<file path="config.mk">
export PLATFORM = sky130hd
export DESIGN_NAME = sprite_rom_arbiter
export DESIGN_NICKNAME = d
export VERILOG_FILES = /design/src/rtl/sprite_rom_arbiter.sv
export SDC_FILE = /design/constraint.sdc
export NUM_CORES = 1
export LEC_CHECK = 0
export CAP_MARGIN = 5
export CORE_UTILIZATION = 44
export DETAILED_ROUTE_END_ITERATION = 8
export PLACE_DENSITY = 0.88
export SLEW_MARGIN = 20
export SYNTH_ARGS = -nofsm -noshare
export SYNTH_HDL_FRONTEND = slang
export SYNTH_SLANG_ARGS = --single-unit
export TNS_END_PERCENT = 10
</file>
<file path="constraint.sdc">
create_clock -name Clk -period 6.6 [get_ports Clk]
set_input_delay 0.99 -clock Clk [delete_from_list [all_inputs] [get_ports Clk]]
set_output_delay 0.99 -clock Clk [all_outputs]
set_load 0.02 [all_outputs]
</file>
<file path="src/rtl/sprite_rom_arbiter.sv">
// sprite_rom_arbiter
// Shares one registered sprite ROM read port between NUM_REQ pixel-fetch
// requesters. At most one read is accepted per cycle. The ROM address is
// registered, and the palette index returns to the winner two cycles after
// the accept edge, with a one-hot rvalid.
//
// Optional build macro: SPRITE_ARB_FIXED_PRIO_EN
//   defined   -> fixed priority; the lowest index wins and there is no rr pointer
//   undefined -> round-robin starting from rr (default)
module sprite_rom_arbiter #(
  parameter int NUM_REQ = 4,
  parameter int ADDR_W  = 19,
  parameter int DATA_W  = 4
) (
  input  logic                      Clk,
  input  logic                      Reset,
  input  logic [NUM_REQ-1:0]        req,
  input  logic [NUM_REQ*ADDR_W-1:0] addr,
  input  logic                      enable,
  output logic [NUM_REQ-1:0]        gnt,
  output logic [ADDR_W-1:0]         rom_addr,
  input  logic [DATA_W-1:0]         rom_data,
  output logic [NUM_REQ-1:0]        rvalid,
  output logic [DATA_W-1:0]         rdata,
  output logic                      busy
);

  localparam int RR_W = (NUM_REQ > 1) ? $clog2(NUM_REQ) : 1;

  logic [ADDR_W-1:0]  addr_slice [NUM_REQ];
  logic [RR_W-1:0]    rr_reg;
  logic [NUM_REQ-1:0] gnt_next;
  logic [RR_W-1:0]    winner;
  logic               accept;
  int                 scan_idx;

  logic [ADDR_W-1:0]  rom_addr_reg;
  logic [NUM_REQ-1:0] tag1_reg;
  logic               v1_reg;
  logic [NUM_REQ-1:0] tag2_reg;
  logic               v2_reg;
  logic [NUM_REQ-1:0] rvalid_reg;
  logic [DATA_W-1:0]  rdata_reg;

  // Split the flat address bus into one slice per requester
  for (genvar gi = 0; gi < NUM_REQ; gi++) begin : g_addr_slice
    assign addr_slice[gi] = addr[gi*ADDR_W +: ADDR_W];
  end

  // Scan upward from rr (modulo NUM_REQ) and select the first active request
  always_comb begin
    gnt_next = '0;
    winner   = '0;
    scan_idx = 0;
    if (enable) begin
      for (int k = NUM_REQ - 1; k >= 0; k--) begin
        scan_idx = int'(rr_reg) + k;
        if (scan_idx >= NUM_REQ) begin
          scan_idx = scan_idx - NUM_REQ;
        end
        // Scanning downward lets the lowest offset from rr overwrite the others
        if (req[scan_idx]) begin
          gnt_next           = '0;
          gnt_next[scan_idx] = 1'b1;
          winner             = RR_W'(scan_idx);
        end
      end
    end
  end

  // The grant is forced low while Reset is held, even though the flops are already cleared
  assign gnt    = Reset ? '0 : gnt_next;
  assign accept = |gnt_next;

`ifdef SPRITE_ARB_FIXED_PRIO_EN
  // Fixed priority: the scan always starts at index 0
  assign rr_reg = '0;
`else
  // Advance the round-robin pointer past the winner on every accept
  always_ff @(posedge Clk or posedge Reset) begin
    if (Reset) begin
      rr_reg <= '0;
    end else if (accept) begin
      rr_reg <= (winner == RR_W'(NUM_REQ - 1)) ? '0 : winner + RR_W'(1);
    end
  end
`endif

  // Stage 1: register the winner's address for the ROM, along with its tag
  always_ff @(posedge Clk or posedge Reset) begin
    if (Reset) begin
      rom_addr_reg <= '0;
      tag1_reg     <= '0;
      v1_reg       <= 1'b0;
    end else begin
      v1_reg <= accept;
      if (accept) begin
        rom_addr_reg <= addr_slice[winner];
        tag1_reg     <= gnt_next;
      end
    end
  end

  // Stage 2: follow the tag while the ROM performs its registered read
  always_ff @(posedge Clk or posedge Reset) begin
    if (Reset) begin
      tag2_reg <= '0;
      v2_reg   <= 1'b0;
    end else begin
      tag2_reg <= tag1_reg;
      v2_reg   <= v1_reg;
    end
  end

  // Return stage: capture the ROM data and pulse the owner's valid for one cycle
  always_ff @(posedge Clk or posedge Reset) begin
    if (Reset) begin
      rvalid_reg <= '0;
      rdata_reg  <= '0;
    end else begin
      rvalid_reg <= v2_reg ? tag2_reg : '0;
      if (v2_reg) begin
        rdata_reg <= rom_data;
      end
    end
  end

  assign rom_addr = rom_addr_reg;
  assign rvalid   = rvalid_reg;
  assign rdata    = rdata_reg;
  assign busy     = v1_reg | v2_reg | (|rvalid_reg);

endmodule

</file>
==> results_tabular.tex <==
\begin{tabular}{lr}
\hline
Metric & Value \\
\hline
\multicolumn{2}{l}{\textbf{CTS}} \\
\quad Maximum level of the CTS H-tree & 2 \\
\quad Clk sinks & 39 \\
\quad Number of buffers added by the clock tree synthesis step & 5 \\
\quad Post-cts sizing count & 0 \\
\quad Clock root cell & clkbuf\_8 \\
\quad Clock Pin Slew Worst Setup and Hold Paths & 0.08 ns \\
\quad CTS tree & built \\
\quad Number of buffers inserted by hold repair at cts & 0 \\
\quad Post-CTS Repair Setup Buffers & 0 \\
\quad Buffers from clock root to sink, at most & 2 \\
\quad Clock insertion delay at the later pin of the skew report & 0.29 ns \\
\multicolumn{2}{l}{\textbf{Yosys}} \\
\quad Synthesized-area fraction occupied by xor and xnor cells & 0.358\% \\
\quad Sequential fraction of the synthesis area & 39.9\% \\
\quad Synthesized instance count & 267 \\
\quad Fraction of the mapped netlist area in simple logic gates & 20.5\% \\
\quad Synth cell types & 31 \\
\quad Mux contribution to synthesized area & 14.5\% \\
\quad Flip-flop and latch count after synthesis & 39 \\
\quad Area of the mapped netlist & 2450 um2 \\
\quad Count of warnings emitted by yosys & 0 \\
\quad Syn Nets & 362 \\
\quad Share of synthesized cell area in full adder, half adder and majority cells & 4.09\% \\
\quad Compound-cell area share of the yosys netlist & 15.6\% \\
\quad Combinational family with the most area after synthesis & simple AND/OR/NAND/NOR gates \\
\quad Average size of a mapped cell & 9.17 um2 \\
\multicolumn{2}{l}{\textbf{Setup path}} \\
\quad Slowest CP cell & dfrtp\_1 \\
\quad Slowest stage delay, CP & 0.72 ns \\
\quad Worst setup slack for register-to-register paths & 2.85 ns \\
\quad Start of the worst register-to-register path & rr\_reg[0]\$\_DFFE\_PP0P\_ \\
\quad Kind of launch point of the worst setup path & flip-flop \\
\quad Kind of cell adding the most delay to the critical path & buffers and inverters \\
\quad Type of element capturing the critical path & output pin \\
\quad Cell-by-cell trace of the critical path & inv\_1, ha\_1, mux4\_2, nor2b\_2, a221o\_1, o221ai\_1, nor2\_1, clkdlybuf4s50\_1 \\
\quad Arr. time, crit path & 3.71 ns \\
\quad Required time at the worst-slack endpoint & 5.61 ns \\
\quad Setup CP Type & reg -> out \\
\quad Depth of the worst register-to-register path & 10 \\
\quad Reg-to-reg critical path endpoint & rom\_addr[9]\$\_DFFE\_PP0P\_ \\
\quad Sum of buffers and inverters on the critical path & 2 \\
\quad Maximum fanout encountered on the critical timing path & 16 \\
\multicolumn{2}{l}{\textbf{Finish}} \\
\quad Share of cells above drive strength 1 & 6.07\% \\
\quad Post-Route Utilization & 72.4\% \\
\quad Area of all placed cells without fillers & 3790 um2 \\
\quad Total number of nets in the final design & 473 \\
\quad Largest register FFs & 19 \\
\quad Diode count & 0 \\
\quad Syn-to-layout area delta & 54.9\% \\
\quad Post-layout instance count excluding filler cells & 449 \\
\multicolumn{2}{l}{\textbf{Placed design}} \\
\quad Gp weighted congestion & 0.923 \\
\quad Instance area at placement & 3680 um2 \\
\quad HPWL reported at the end of detailed placement & 5.03 mm \\
\quad IO buf count & 118 \\
\quad Post-Place Worst Slack & 2.13 ns \\
\quad Post-placement cell count & 441 \\
\multicolumn{2}{l}{\textbf{Floorplanning}} \\
\quad Core area & 5240 um2 \\
\quad Core Rows & 26 \\
\quad Die area & 5870 um2 \\
\quad Number of placed I/O pins & 119 \\
\quad Die X-Extent & 76.6 um \\
\quad Initial Util & 46.8\% \\
\quad Die Span Y & 76.6 um \\
\multicolumn{2}{l}{\textbf{STA}} \\
\quad Final period demand of the worst path & 4.70 ns \\
\quad Setup repair after global routing missed its margin & false \\
\quad Tightest hold margin & 0.378 ns \\
\quad Fin Clk Skew & 0.00534 ns \\
\quad Sum of negative setup slack & 0 ns \\
\quad Period utilisation layout & 71.2\% \\
\quad Final Max Tran Viols & 0 \\
\quad Remaining max-slew budget at the tightest pin & 37.6\% \\
\quad Final hold violations & 0 \\
\quad Fmax & 213 MHz \\
\quad Pin slew with the least headroom to its limit & 0.933 ns \\
\quad Final setup fails & 0 \\
\quad Final Worst Setup Slack & 1.90 ns \\
\multicolumn{2}{l}{\textbf{Routing}} \\
\quad Final antenna-violating net count & 0 \\
\quad Total routed wirelength & 6.51 mm \\
\quad Vias post-DR & 2,357 \\
\quad Ratio of routed vias to standard cells & 5.25 \\
\quad Post-detailed-route DRC marker count & 0 \\
\quad Routed wire length per instance & 14.5 um \\
\quad Total iterations of the first detailed-routing run & 4 \\
\quad DRC violation total after the first TritonRoute iteration & 54 \\
\multicolumn{2}{l}{\textbf{Global route}} \\
\quad Antenna violations before repair & 0 \\
\quad Wire length of the first global-routing pass & 10.5 mm \\
\quad Maximum number of pins on one net before global-route repair & 48 \\
\quad Aggregate global-route resource usage & 23.0\% \\
\quad Leftover overflow at the end of global routing & 0 \\
\quad Vias in the first global route & 2,260 \\
\multicolumn{2}{l}{\textbf{Hold path}} \\
\quad Hold Crit Endpoint & tag2\_reg[2]\$\_DFF\_PP0\_ \\
\quad Hold Crit Start & tag1\_reg[2]\$\_DFFE\_PP0P\_ \\
\quad Worst min-delay path category & reg -> reg \\
\quad Cell count of the worst hold path & 0 \\
\multicolumn{2}{l}{\textbf{Pwr}} \\
\quad Static leakage power & 1.67 nW \\
\quad Maximum vdd drop & 0.000251 V \\
\quad Ratio of total power to cell area & 463 nW/um2 \\
\quad Total power & 1.76 mW \\
\multicolumn{2}{l}{\textbf{Run status}} \\
\quad Outcome & finished clean \\
\multicolumn{2}{l}{\textbf{Job}} \\
\quad \# Max-Cap Violations & 0 \\
\hline
\end{tabular}
[how the worst max path moves through the flow]
stage / start / end / slack [ns] / cells after the start
detailed placement: req[1] / gnt[1] / 2.13 / 7
finish: rr_reg[0]$_DFFE_PP0P_ / gnt[1] / 1.90 / 8
floorplan: rr_reg[0]$_DFFE_PP0P_ / gnt[0] / 3.07 / 8
global placement: req[0] / gnt[3] / 2.27 / 7
global route: rr_reg[0]$_DFFE_PP0P_ / gnt[1] / 1.71 / 8
CTS: rr_reg[0]$_DFFE_PP0P_ / gnt[1] / 1.94 / 8
[cell families (layout without fill, tap and decap cells)]
kind of cell	after synthesis	count (layout)
xor gates and xnor gates	1	1
adders and majority gates	8	8
and+or+nand+nor	99	99
AOI/OAI and AO/OA	60	60
buffers and inverters	29	141
muxes	31	31
DFF	39	39
[placed cells by master (no fill, tap or decap), types with 3 or more instances in the layout]
master | netlist | routed
clkdlybuf4s50_1 | 0 | 118
nor2_1 | 45 | 45
dfrtp_1 | 39 | 39
and3_1 | 23 | 23
mux2i_1 | 22 | 22
nand2b_1 | 20 | 20
o21ai_0 | 20 | 20
a31oi_1 | 20 | 20
inv_1 | 11 | 11
ha_1 | 8 | 8
o21ai_1 | 6 | 6
clkbuf_8 | 0 | 6
mux2_2 | 5 | 5
a221o_1 | 4 | 4
o221ai_1 | 4 | 4
and2_1 | 4 | 4
buf_4 | 0 | 4
mux4_2 | 3 | 3
nand2_1 | 3 | 3
[power by group]
group	switching (mW)	internal [mW]	leakage, nW	total, mW
logic	0.599	0.513	1.15	1.11
registers	0.0776	0.361	0.463	0.439
clock network	0.0836	0.122	0.0612	0.206
[cells in the mapped netlist, drive strengths merged]
cell / number / area (um2)
a221o: 4 / 40.0
mux2i: 22 / 220
and3: 23 / 144
nor2: 45 / 169
o221ai: 4 / 35.0
mux2: 6 / 67.6
nor4: 1 / 6.26
a221oi: 1 / 8.76
a211oi: 2 / 15.0
o32ai: 1 / 8.76
inv: 11 / 41.3
nor2b: 2 / 15.0
o21ai: 26 / 130
mux4: 3 / 67.6
o21a: 1 / 7.51
nand4: 1 / 6.26
xnor2: 1 / 8.76
and2: 4 / 25.0
buf: 11 / 57.6
nand2: 3 / 11.3
nand2b: 20 / 125
a31oi: 20 / 125
clkbuf: 7 / 26.3
a21boi: 1 / 11.3
dfrtp: 39 / 976
ha: 8 / 100
[cell type report]
cell class / instances / area [um2]
Sequential cell: 39 / 976
Tap cell: 70 / 87.6
Inverter: 11 / 41.3
Timing Repair Buffer: 122 / 1210
Multi-Input combinational cell: 199 / 1360
Fill cell: 398 / 1440
Clock buffer: 6 / 82.6
Clock inverter: 2 / 35.0
[routing by layer]
metal	track usage, %	wire length, um	share of wire, %
met2	41.4	3350	51
met1	26.1	2580	40
met5	0	0	0
met3	6.35	489	7.5
met4	7.31	101	1.6
No activity file was read; power rests on OpenSTA's default activity.
